===== src/rtl/pe_buf_drain.sv =====
// ---------------------------------------------------------------------------
// pe_buf_drain
//   Drains the PE reducer's accumulation buffer after a reduction pass.
//   On i_start it walks all ROWS*CHANNELS entries in index order. Each entry
//   is requantized (round, right shift by SHIFT, unsigned saturate to OUT_W)
//   and streamed over a valid/ready interface tagged with row/channel. It
//   also tracks the largest requantized value and its index for the peak
//   detector.
//
// Ports
//   i_clk       rising-edge clock
//   i_rst_n     asynchronous active-low reset
//   i_start     begin a drain (accepted only while idle)
//   i_buf       accumulation buffer, entry k at i_buf[k]; held stable by
//               upstream from i_start until o_done
//   i_ready     downstream accepts the current sample
//   o_valid     o_data/o_row/o_ch/o_last carry a sample
//   o_data      requantized sample
//   o_row/o_ch  buffer coordinates of the current sample
//   o_last      current sample is the final buffer entry
//   o_busy      drain in progress (streaming or done cycle)
//   o_peak_val  largest requantized value of the last completed drain
//   o_peak_idx  index of that value (earliest index on ties)
//   o_done      one-cycle pulse after the final handshake
// ---------------------------------------------------------------------------
module pe_buf_drain #(
   parameter int ROWS     = 8,
   parameter int CHANNELS = 4,
   parameter int ACC_W    = 36,
   parameter int OUT_W    = 16,
   parameter int SHIFT    = 8,
   localparam int N       = ROWS * CHANNELS,
   localparam int ROW_W   = (ROWS > 1) ? $clog2(ROWS) : 1,
   localparam int CH_W    = (CHANNELS > 1) ? $clog2(CHANNELS) : 1,
   localparam int IDX_W   = (N > 1) ? $clog2(N) : 1
) (
   input  logic                      i_clk,
   input  logic                      i_rst_n,
   input  logic                      i_start,
   input  logic [N-1:0][ACC_W-1:0]   i_buf,
   input  logic                      i_ready,
   output logic                      o_valid,
   output logic [OUT_W-1:0]          o_data,
   output logic [ROW_W-1:0]          o_row,
   output logic [CH_W-1:0]           o_ch,
   output logic                      o_last,
   output logic                      o_busy,
   output logic [OUT_W-1:0]          o_peak_val,
   output logic [IDX_W-1:0]          o_peak_idx,
   output logic                      o_done
);

   localparam logic [1:0] IDLE = 2'd0;
   localparam logic [1:0] OUT  = 2'd1;
   localparam logic [1:0] DONE = 2'd2;

   // Half-LSB rounding offset; shifting right by one makes it vanish for SHIFT=0.
   localparam logic [ACC_W:0] RND_OFS = ((ACC_W+1)'(1) << SHIFT) >> 1;
   localparam logic [ACC_W:0] SAT_MAX = {{(ACC_W+1-OUT_W){1'b0}}, {OUT_W{1'b1}}};

   // One extra bit so the rounding add cannot wrap at the full-scale entry.
   function automatic logic [ACC_W:0] round_shift(input logic [ACC_W-1:0] e);
      logic [ACC_W:0] sum;
      sum = {1'b0, e} + RND_OFS;
      return sum >> SHIFT;
   endfunction

   function automatic logic [OUT_W-1:0] saturate(input logic [ACC_W:0] r);
      if (r > SAT_MAX) begin
         return '1;
      end
      return r[OUT_W-1:0];
   endfunction

   logic [1:0]       state_r;
   logic [IDX_W-1:0] idx_r;
   logic [OUT_W-1:0] pk_val_r;
   logic [IDX_W-1:0] pk_idx_r;

   logic [IDX_W-1:0] ld_idx_p0;
   logic [OUT_W-1:0] ld_data_p0;
   logic             ld_last_p0;
   logic [OUT_W-1:0] pk_val_nxt;
   logic [IDX_W-1:0] pk_idx_nxt;

   // ---- stage p0: select and requantize the entry to present next ----
   always_comb begin
      ld_idx_p0  = (state_r == IDLE) ? '0 : idx_r + IDX_W'(1);
      ld_data_p0 = saturate(round_shift(i_buf[ld_idx_p0]));
      ld_last_p0 = (ld_idx_p0 == IDX_W'(N - 1));
   end

   // Strict compare keeps the earliest index on ties; the tracker is cleared
   // to 0/0 at start, so entry 0 seeds it.
   always_comb begin
      pk_val_nxt = pk_val_r;
      pk_idx_nxt = pk_idx_r;
      if (o_data > pk_val_r) begin
         pk_val_nxt = o_data;
         pk_idx_nxt = idx_r;
      end
   end

   // ---- stage p1: registered output sample and drain control ----
   always_ff @(posedge i_clk or negedge i_rst_n) begin
      if (!i_rst_n) begin
         state_r    <= IDLE;
         idx_r      <= '0;
         pk_val_r   <= '0;
         pk_idx_r   <= '0;
         o_valid    <= 1'b0;
         o_data     <= '0;
         o_row      <= '0;
         o_ch       <= '0;
         o_last     <= 1'b0;
         o_peak_val <= '0;
         o_peak_idx <= '0;
         o_done     <= 1'b0;
      end else begin
         o_done <= 1'b0;
         case (state_r)
            IDLE: begin
               if (i_start) begin
                  state_r  <= OUT;
                  idx_r    <= '0;
                  o_row    <= '0;
                  o_ch     <= '0;
                  o_data   <= ld_data_p0;
                  o_last   <= ld_last_p0;
                  o_valid  <= 1'b1;
                  pk_val_r <= '0;
                  pk_idx_r <= '0;
               end
            end
            OUT: begin
               if (o_valid && i_ready) begin
                  pk_val_r <= pk_val_nxt;
                  pk_idx_r <= pk_idx_nxt;
                  if (o_last) begin
                     state_r    <= DONE;
                     o_valid    <= 1'b0;
                     o_last     <= 1'b0;
                     o_done     <= 1'b1;
                     o_peak_val <= pk_val_nxt;
                     o_peak_idx <= pk_idx_nxt;
                  end else begin
                     idx_r  <= ld_idx_p0;
                     o_data <= ld_data_p0;
                     o_last <= ld_last_p0;
                     // Wrapping row/channel counters avoid a divide.
                     if (o_ch == CH_W'(CHANNELS - 1)) begin
                        o_ch  <= '0;
                        o_row <= o_row + ROW_W'(1);
                     end else begin
                        o_ch <= o_ch + CH_W'(1);
                     end
                  end
               end
            end
            DONE: begin
               state_r <= IDLE;
            end
            default: begin
               state_r <= IDLE;
            end
         endcase
      end
   end

   assign o_busy = (state_r != IDLE);

endmodule


===== config.mk =====
export PLATFORM = sky130hd
export DESIGN_NAME = pe_buf_drain
export DESIGN_NICKNAME = d
export VERILOG_FILES = /design/src/rtl/pe_buf_drain.sv
export SDC_FILE = /design/constraint.sdc
export NUM_CORES = 1
export LEC_CHECK = 0
export ABC_CLOCK_PERIOD_IN_PS = 4800
export CAP_MARGIN = 10
export CORE_AREA = 2 2 473 475
export CTS_CLUSTER_DIAMETER = 100
export DETAILED_ROUTE_END_ITERATION = 10
export DIE_AREA = 0 0 475 477
export PLACE_DENSITY = 0.3
export SYNTH_ARGS = -nofsm -noshare
export SYNTH_HDL_FRONTEND = slang
export SYNTH_SLANG_ARGS = --single-unit

===== constraint.sdc =====
create_clock -name i_clk -period 4.8 [get_ports i_clk]
set_clock_uncertainty 0.2 [all_clocks]
set_input_delay 0.48 -clock i_clk [delete_from_list [all_inputs] [get_ports i_clk]]
set_output_delay 0.48 -clock i_clk [all_outputs]
set_load 0.02 [all_outputs]

# [After elaboration in Yosys (flattened, before gate mapping)]
# Index checks and enable logic that the tools add are counted.
[word_totals] ff_bits=73 latch_bits=0 ramBits=0 rom_bits=0 input_bits=1156 output_inout_bits=46 wordCells=83 mem_count=0
[classes] addsub=4 n_mul=0 n_div=0 n_lt_le_gt_ge=3 eq_ne=8 shifts=0 muxes=46 bitwise=0 reduce_logical=10
[op_table] op="binary-select mux 36 bit (select 5 bit)" count=1
[op_table] op="two-way mux 16 bit" count=8
[op_table] op="one-hot mux 16 bit (2 select lines)" count=2
[op_table] op="adder 36 x 8 -> 37 bit (second input constant)" count=1
[op_table] op="two-way mux 36 bit" count=1
[op_table] op="two-way mux 5 bit" count=6
[op_table] op="greater-than comparator 29 x 16 -> 1 bit (second input constant)" count=1
[op_table] op="one-hot mux 5 bit (2 select lines)" count=2
[op_table] op="greater-than comparator 16 bit" count=1
[op_table] op="two-way mux 2 bit" count=7
[op_table] op="two-way mux 3 bit" count=4
[op_table] op="two-way mux 1 bit" count=10
[op_table] op="inequality test 2 bit (second input constant)" count=5
[op_table] op="AND reduction 3 bit" count=3
[op_table] op="one-hot mux 2 bit (2 select lines)" count=2
[op_table] op="AND reduction 4 bit" count=2
[op_table] op="less-than comparator 5 x 6 -> 1 bit (second input constant)" count=1
[op_table] op="one-hot mux 3 bit (2 select lines)" count=1
[op_table] op="adder 5 x 1 -> 5 bit (second input constant)" count=1
[op_table] op="== test 5 bit (second input constant)" count=1
[op_table] op="AND reduction 5 bit" count=1
[op_table] op="one-hot mux 1 bit (2 select lines)" count=2
[op_table] op="nonzero test 2 bit" count=2
[op_table] op="adder 3 x 1 -> 3 bit (second input constant)" count=1
[op_table] op="5 further kinds" count=5

# [Logic depth before layout (Yosys ltp)]
[logic_depth] word_depth=11 mapped_depth=20 depth_no_buf=13

# [Least setup slack after synthesis]
# OpenSTA, ideal clock, no wires.
[synth_timing] path_kind="register -> register" startpoint="register idx_r[1]" endpoint="register o_data[5]" setup_time_ps=130 arrival_ps=3909 required_ps=4470 slack_ps=561 stages_incl_launch_ff=16 n_path_buf=5 period_less_slack_ps=4239 cell_sequence="dfrtp_1 -> ha_1 -> buf_2 -> buf_2 -> buf_1 -> o22ai_1 -> o211ai_1 -> o31ai_1 -> a2111oi_0 -> and4_1 -> clkbuf_1 -> and4_1 -> mux2_4 -> nor4_4 -> buf_6 -> a31oi_1"
[synth_between] elab_chain_cells=11 elab_cells_between_ends=12 cone_classes="add/sub: 2; order compare: 1; mux: 9"
[synth_rtl] element="start, declared" line="76" source="logic [IDX_W-1:0] idx_r;"
[synth_rtl] element="start signal, assigned" line="147" source="idx_r <= ld_idx_p0;"
[synth_rtl] element="adder 5 x 1 -> 5 bit (*)" line="88" source="ld_idx_p0 = (state_r == IDLE) ? '0 : idx_r + IDX_W'(1);"
[synth_rtl] element="two-way mux 5 bit (*)" line="88"
[synth_rtl] element="binary-select mux 36 bit (select 5 bit) (*)" line="89" source="ld_data_p0 = saturate(round_shift(i_buf[ld_idx_p0]));"
[synth_rtl] element="two-way mux 36 bit (not written as such) (*)" line="89"
[synth_rtl] element="adder 36 x 8 -> 37 bit (*)" line="64" source="sum = {1'b0, e} + RND_OFS;"
[synth_rtl] element="greater-than comparator 29 x 16 -> 1 bit" line="69" source="if (r > SAT_MAX) begin"
[synth_rtl] element="two-way mux 1 bit" line="69"
[synth_rtl] element="two-way mux 16 bit (*)" line="72" source="return r[OUT_W-1:0];"
[synth_rtl] element="two-way mux 16 bit" line="139" source="if (o_last) begin"
[synth_rtl] element="two-way mux 16 bit" line="136" source="if (o_valid && i_ready) begin"
[synth_rtl] element="one-hot mux 16 bit (2 select lines) (*)" line="121" source="case (state_r)"
[synth_rtl] element="end signal, assigned" line="128" source="o_data <= ld_data_p0;"
[synth_rtl] element="end signal, assigned" line="148" source="o_data <= ld_data_p0;"
[synth_rtl] element="end, declared" line="43" source="output logic [OUT_W-1:0] o_data,"
# Every way passes the cells marked *; elsewhere a longest branch is shown, timed or not. The select of a mux whose other input is x is not followed.
# A chain may end at the register's enable or synchronous reset.

# [Worst setup path in the final report]
[layout_timing] startpoint="register idx_r[0]" endpoint="register o_data[12]"
# Same word-level chain as after synthesis.

==> impl_metrics.json <==
{
  "pin_count": 1202,
  "total_power_w": 0.0166,
  "worstSetupStartpoint": "idx_r[0]$_DFFE_PN0P_",
  "series_of_cell_instances_along_the_critical_path": "ha_4, xnor2_4, buf_12, buf_4, bufbuf_16, nand2_1, a2bb2oi_1, o221ai_1, and4_1, or3_1, nor4b_2, mux2i_1, mux2_4, nor4_4, buf_12, a32oi_1",
  "drtAntennaViolNets": 0,
  "synth_simple_gate_area_share_pct": 21.2,
  "ctsHtreeMaxLevel": 3,
  "port_buffers": 977,
  "grt.met2_usage_pct": 26.5,
  "drv.max_cap_violation_count": 0,
  "synth-compound-area-share_pct": 35.9,
  "grtUsageMet3_pct": 3.84,
  "post_route_clock_period_utilization_pct": 98.5,
  "floorplan.die_area_mm2": 0.227,
  "synth.mux.area_fraction_pct": 17.5,
  "cts-buffers-inserted": 9,
  "synth_largest_type_area_fraction_pct": 12.8,
  "cellInternalPower_w": 0.00724,
  "synth.most_common_cell": "sky130_fd_sc_hd__nor2_1",
  "clkSinkCount": 73,
  "power_frac_comb_pct": 90.6,
  "number_of_enable_flip_flop_cells_after_synthesis": 0,
  "fp.coreArea_mm2": 0.221,
  "most_instantiated_flip_flop_cell_in_the_synthesis_netlist": "sky130_fd_sc_hd__dfrtp_1",
  "final_net_count": 4175,
  "critPathKind": "flop to flop",
  "highest_achievable_clock_rate_mhz": 212,
  "timing_worst_slew_pin_value_ns": 1.09,
  "endpoint_type_of_the_worst_setup_path": "flop",
  "tritoncts": "built",
  "synth_seq_area_share_pct": 12.8,
  "ctsRootBufferMaster": "sky130_fd_sc_hd__clkbuf_16",
  "post_synth_xor_area_fraction_pct": 1.45,
  "run_status": "finished clean",
  "placed_area_mm2": 0.0295,
  "timing.max_slew.rel_slack_pct": 25.4,
  "setup.worst_path.start_class": "flop",
  "yosys-top-cells-count": "sky130_fd_sc_hd__nor2_1, sky130_fd_sc_hd__nand2_1, sky130_fd_sc_hd__a21oi_1",
  "dr_pass1_iterations": 8,
  "syn_area_mm2": 0.0143,
  "postRouteWirelength_mm": 179,
  "globalRoute.busiestLayer": "met2",
  "synth_seq_cells": 73,
  "post_route_cells_drive_above_1_share_pct": 15.6,
  "area.growth.synth_to_final_pct": 113,
  "power.share.sequential_pct": 4.9,
  "remaining_drc_errors": 0,
  "finalMaxSlewViolations": 0,
  "hold_fails_final_rpt": 0,
  "dp_slack_ns": -0.525,
  "fin_util_pct": 13.8,
  "synth_async_sr_flop_share_pct": 100,
  "clk-insertion-delay-late_ns": 0.34,
  "row_count": 173,
  "cp_top_family": "simple AND/OR/NAND/NOR gates",
  "hp-start": "o_ch[0]$_DFFE_PN0P_",
  "power.switching_w": 0.00936,
  "grt_start_max_net_pins": 69,
  "grt_overflow": 0,
  "grt_use_met1_pct": 18.5,
  "grt_pass1_wl_mm": 226,
  "grt_pass1_vias": 22144,
  "start_util_pct": 6.47,
  "synth.distinct_cells": 88,
  "synthesis_warning_total": 0,
  "total_via_count_after_detailed_routing": 21153,
  "netlist_instances": 1919,
  "share_clk_of_total_power_pct": 4.5,
  "layout_setup_ws_ns": 0.0731,
  "final_period_minus_worst_setup_slack_ns": 4.73,
  "die_height_um": 477,
  "globalRouteTotalUtil_pct": 15.0,
  "critPathMaxStageDelay_ns": 0.53,
  "cts.clk_slew.worst_paths_ns": 0.06,
  "drtIter0Drc": 1185,
  "worst_r2r_startpoint": "idx_r[0]$_DFFE_PN0P_",
  "number_of_vias_per_cell_after_detailed_routing": 3.53,
  "synth_top_cell_by_area": "sky130_fd_sc_hd__dfrtp_1",
  "path_max_fanout": 19,
  "timing.critical_path.arrival_ns": 4.72,
  "number_of_antenna_violations_at_the_first_check_in_global_routing": 93,
  "postSynthAreaPerCell_um2": 7.47,
  "main_combinational_cell_family_by_area_after_synthesis": "compound AO/OA/AOI/OAI gates",
  "synth_adder_area_share_pct": 1.75,
  "finalInstanceArea_mm2": 0.0306,
  "post_dr_wirelength_cell_um": 29.8,
  "grt_setup_unrepaired": "true",
  "netSwitchingFraction_pct": 56.4,
  "detailed_place_hpwl_mm": 151,
  "peak_ir_drop_on_the_vdd_network_mv": 0.302,
  "setup_viol": 0,
  "slowest_stage": "sky130_fd_sc_hd__dfrtp_4",
  "routabilityCongestion": 0.841,
  "synth_top_area_cells": "sky130_fd_sc_hd__dfrtp_1, sky130_fd_sc_hd__mux2i_1, sky130_fd_sc_hd__a21oi_1, sky130_fd_sc_hd__mux2_2, sky130_fd_sc_hd__nor2_1",
  "ctsLongestPathBuffers": 2,
  "min-delay-path-class": "flop to flop",
  "p_leak_nw": 10.8,
  "syn-num-nets": 3095,
  "die_width_um": 475,
  "cellPowerDensity_mw_per_mm2": 543,
  "worst_path_most_repeated_cell": "sky130_fd_sc_hd__buf_12",
  "critical_path.n_buffers_inverters": 4,
  "critPathRequiredTime_ns": 4.80
}
-- registers in the layout (all words and copies together) (netlist names), 2 cells and up --
signal and cells:
state_r 2, idx_r 5, o_peak_val 16, o_row 3, o_data 16, pk_idx_r 5, pk_val_r 16, o_ch 2
o_peak_idx 5
-- per-stage QoR --
| stage | hold slack, ns | TNS [ns] | std cells |
|---|---|---|---|
| finish | 0.324 | 0 | 5999 |
| global placement | 0.313 | -7.30 | 5927 |
| floorplan | -0.0156 | 0 | 1919 |
| detailed placement | 0.317 | -7.88 | 5929 |
| CTS | 0.326 | 0 | 5965 |
| global route | 0.332 | -0.0213 | 5983 |
-- power groups by stage --
stage / Sequential (W) / Clock [W] / Combinational, W
detailed placement: 0.000819 / 0 / 0.0148
floorplan: 0.000795 / 0 / 0.00652
finish: 0.000809 / 0.000748 / 0.0150
global placement: 0.000818 / 0 / 0.0148
CTS: 0.000808 / 0.000777 / 0.0153
global route: 0.000826 / 0.000804 / 0.0162
-- cells in the final DEF, fill, tap and decap left out, types with 11 or more instances in the layout --
cell	n
sky130_fd_sc_hd__and2_1	26
sky130_fd_sc_hd__o21ai_0	52
sky130_fd_sc_hd__ha_1	19
sky130_fd_sc_hd__nand3_1	49
sky130_fd_sc_hd__a221oi_1	44
sky130_fd_sc_hd__o2bb2ai_1	29
sky130_fd_sc_hd__o211ai_1	26
sky130_fd_sc_hd__diode_2	21
sky130_fd_sc_hd__a22o_1	11
sky130_fd_sc_hd__o21a_1	16
sky130_fd_sc_hd__nor2_1	179
sky130_fd_sc_hd__buf_12	62
sky130_fd_sc_hd__a22oi_1	29
sky130_fd_sc_hd__xnor2_1	13
sky130_fd_sc_hd__a2bb2oi_1	60
sky130_fd_sc_hd__a211oi_1	27
sky130_fd_sc_hd__o221ai_1	48
sky130_fd_sc_hd__a31oi_1	33
sky130_fd_sc_hd__a21oi_1	142
sky130_fd_sc_hd__buf_4	230
sky130_fd_sc_hd__clkdlybuf4s50_1	976
sky130_fd_sc_hd__nand2_1	159
sky130_fd_sc_hd__nand2b_1	32
sky130_fd_sc_hd__dfrtp_1	69
sky130_fd_sc_hd__nor2b_1	26
sky130_fd_sc_hd__inv_1	22
sky130_fd_sc_hd__nand4_1	15
sky130_fd_sc_hd__or3_1	43
sky130_fd_sc_hd__nor4_1	12
sky130_fd_sc_hd__nor3_1	52
sky130_fd_sc_hd__mux4_2	15
sky130_fd_sc_hd__mux2_2	60
sky130_fd_sc_hd__o21ai_1	12
sky130_fd_sc_hd__o22ai_1	37
sky130_fd_sc_hd__a221o_1	31
sky130_fd_sc_hd__clkbuf_16	11
sky130_fd_sc_hd__mux2i_1	135
-- final timing paths --
path | to | slack, ns | depth (start not counted)
min in group asynchronous | o_done$_DFF_PN0_ | 0.48 | 2
worst min register to register | o_ch[0]$_DFFE_PN0P_ | 0.32 | 1
max in group asynchronous | pk_val_r[4]$_DFFE_PN0P_ | 2.99 | 3
worst max-delay path | o_data[12]$_DFFE_PN0P_ | 0.07 | 16
worst max register to register | o_data[12]$_DFFE_PN0P_ | 0.07 | 16
worst min-delay path | o_ch[0]$_DFFE_PN0P_ | 0.32 | 1
-- final cells by class --
cell class | instances | area (µm²)
repair buffers | 1282 | 13000
inverters | 25 | 130
diodes | 21 | 52.6
clock buffers | 10 | 239
well taps | 2975 | 3720
flip-flops and latches | 73 | 1830
fillers | 25507 | 191000
clock inverters | 5 | 78.8
multi-input cells | 1608 | 11500
-- cell families after synthesis --
kind of cell	Yosys count
AOI/OAI and AO/OA	707
xor gates and xnor gates	22
adders and majority gates	20
buffers and inverters	239
DFF	73
muxes	222
and+or+nand+nor	636
-- layer usage --
layer	up-vias	part of all wire, %
met5	-	0.19
met4	52	1.8
met3	167	6.9
met2	902	49
met1	10391	42
li1	9641	-
-- timing repair --
| action | in CTS | in global routing |
|---|---|---|
| buffers inserted | 17 | 11 |
| hold buffers | 1 | 0 |
| endpoints found under the hold margin | 38 | 0 |
| pin swaps | 5 | 6 |
| setup endpoints to repair | 16 | 16 |
| resized for setup | 26 | 20 |
| gates cloned | 3 | 2 |
Note: power is estimated with default switching activity, not from simulation.
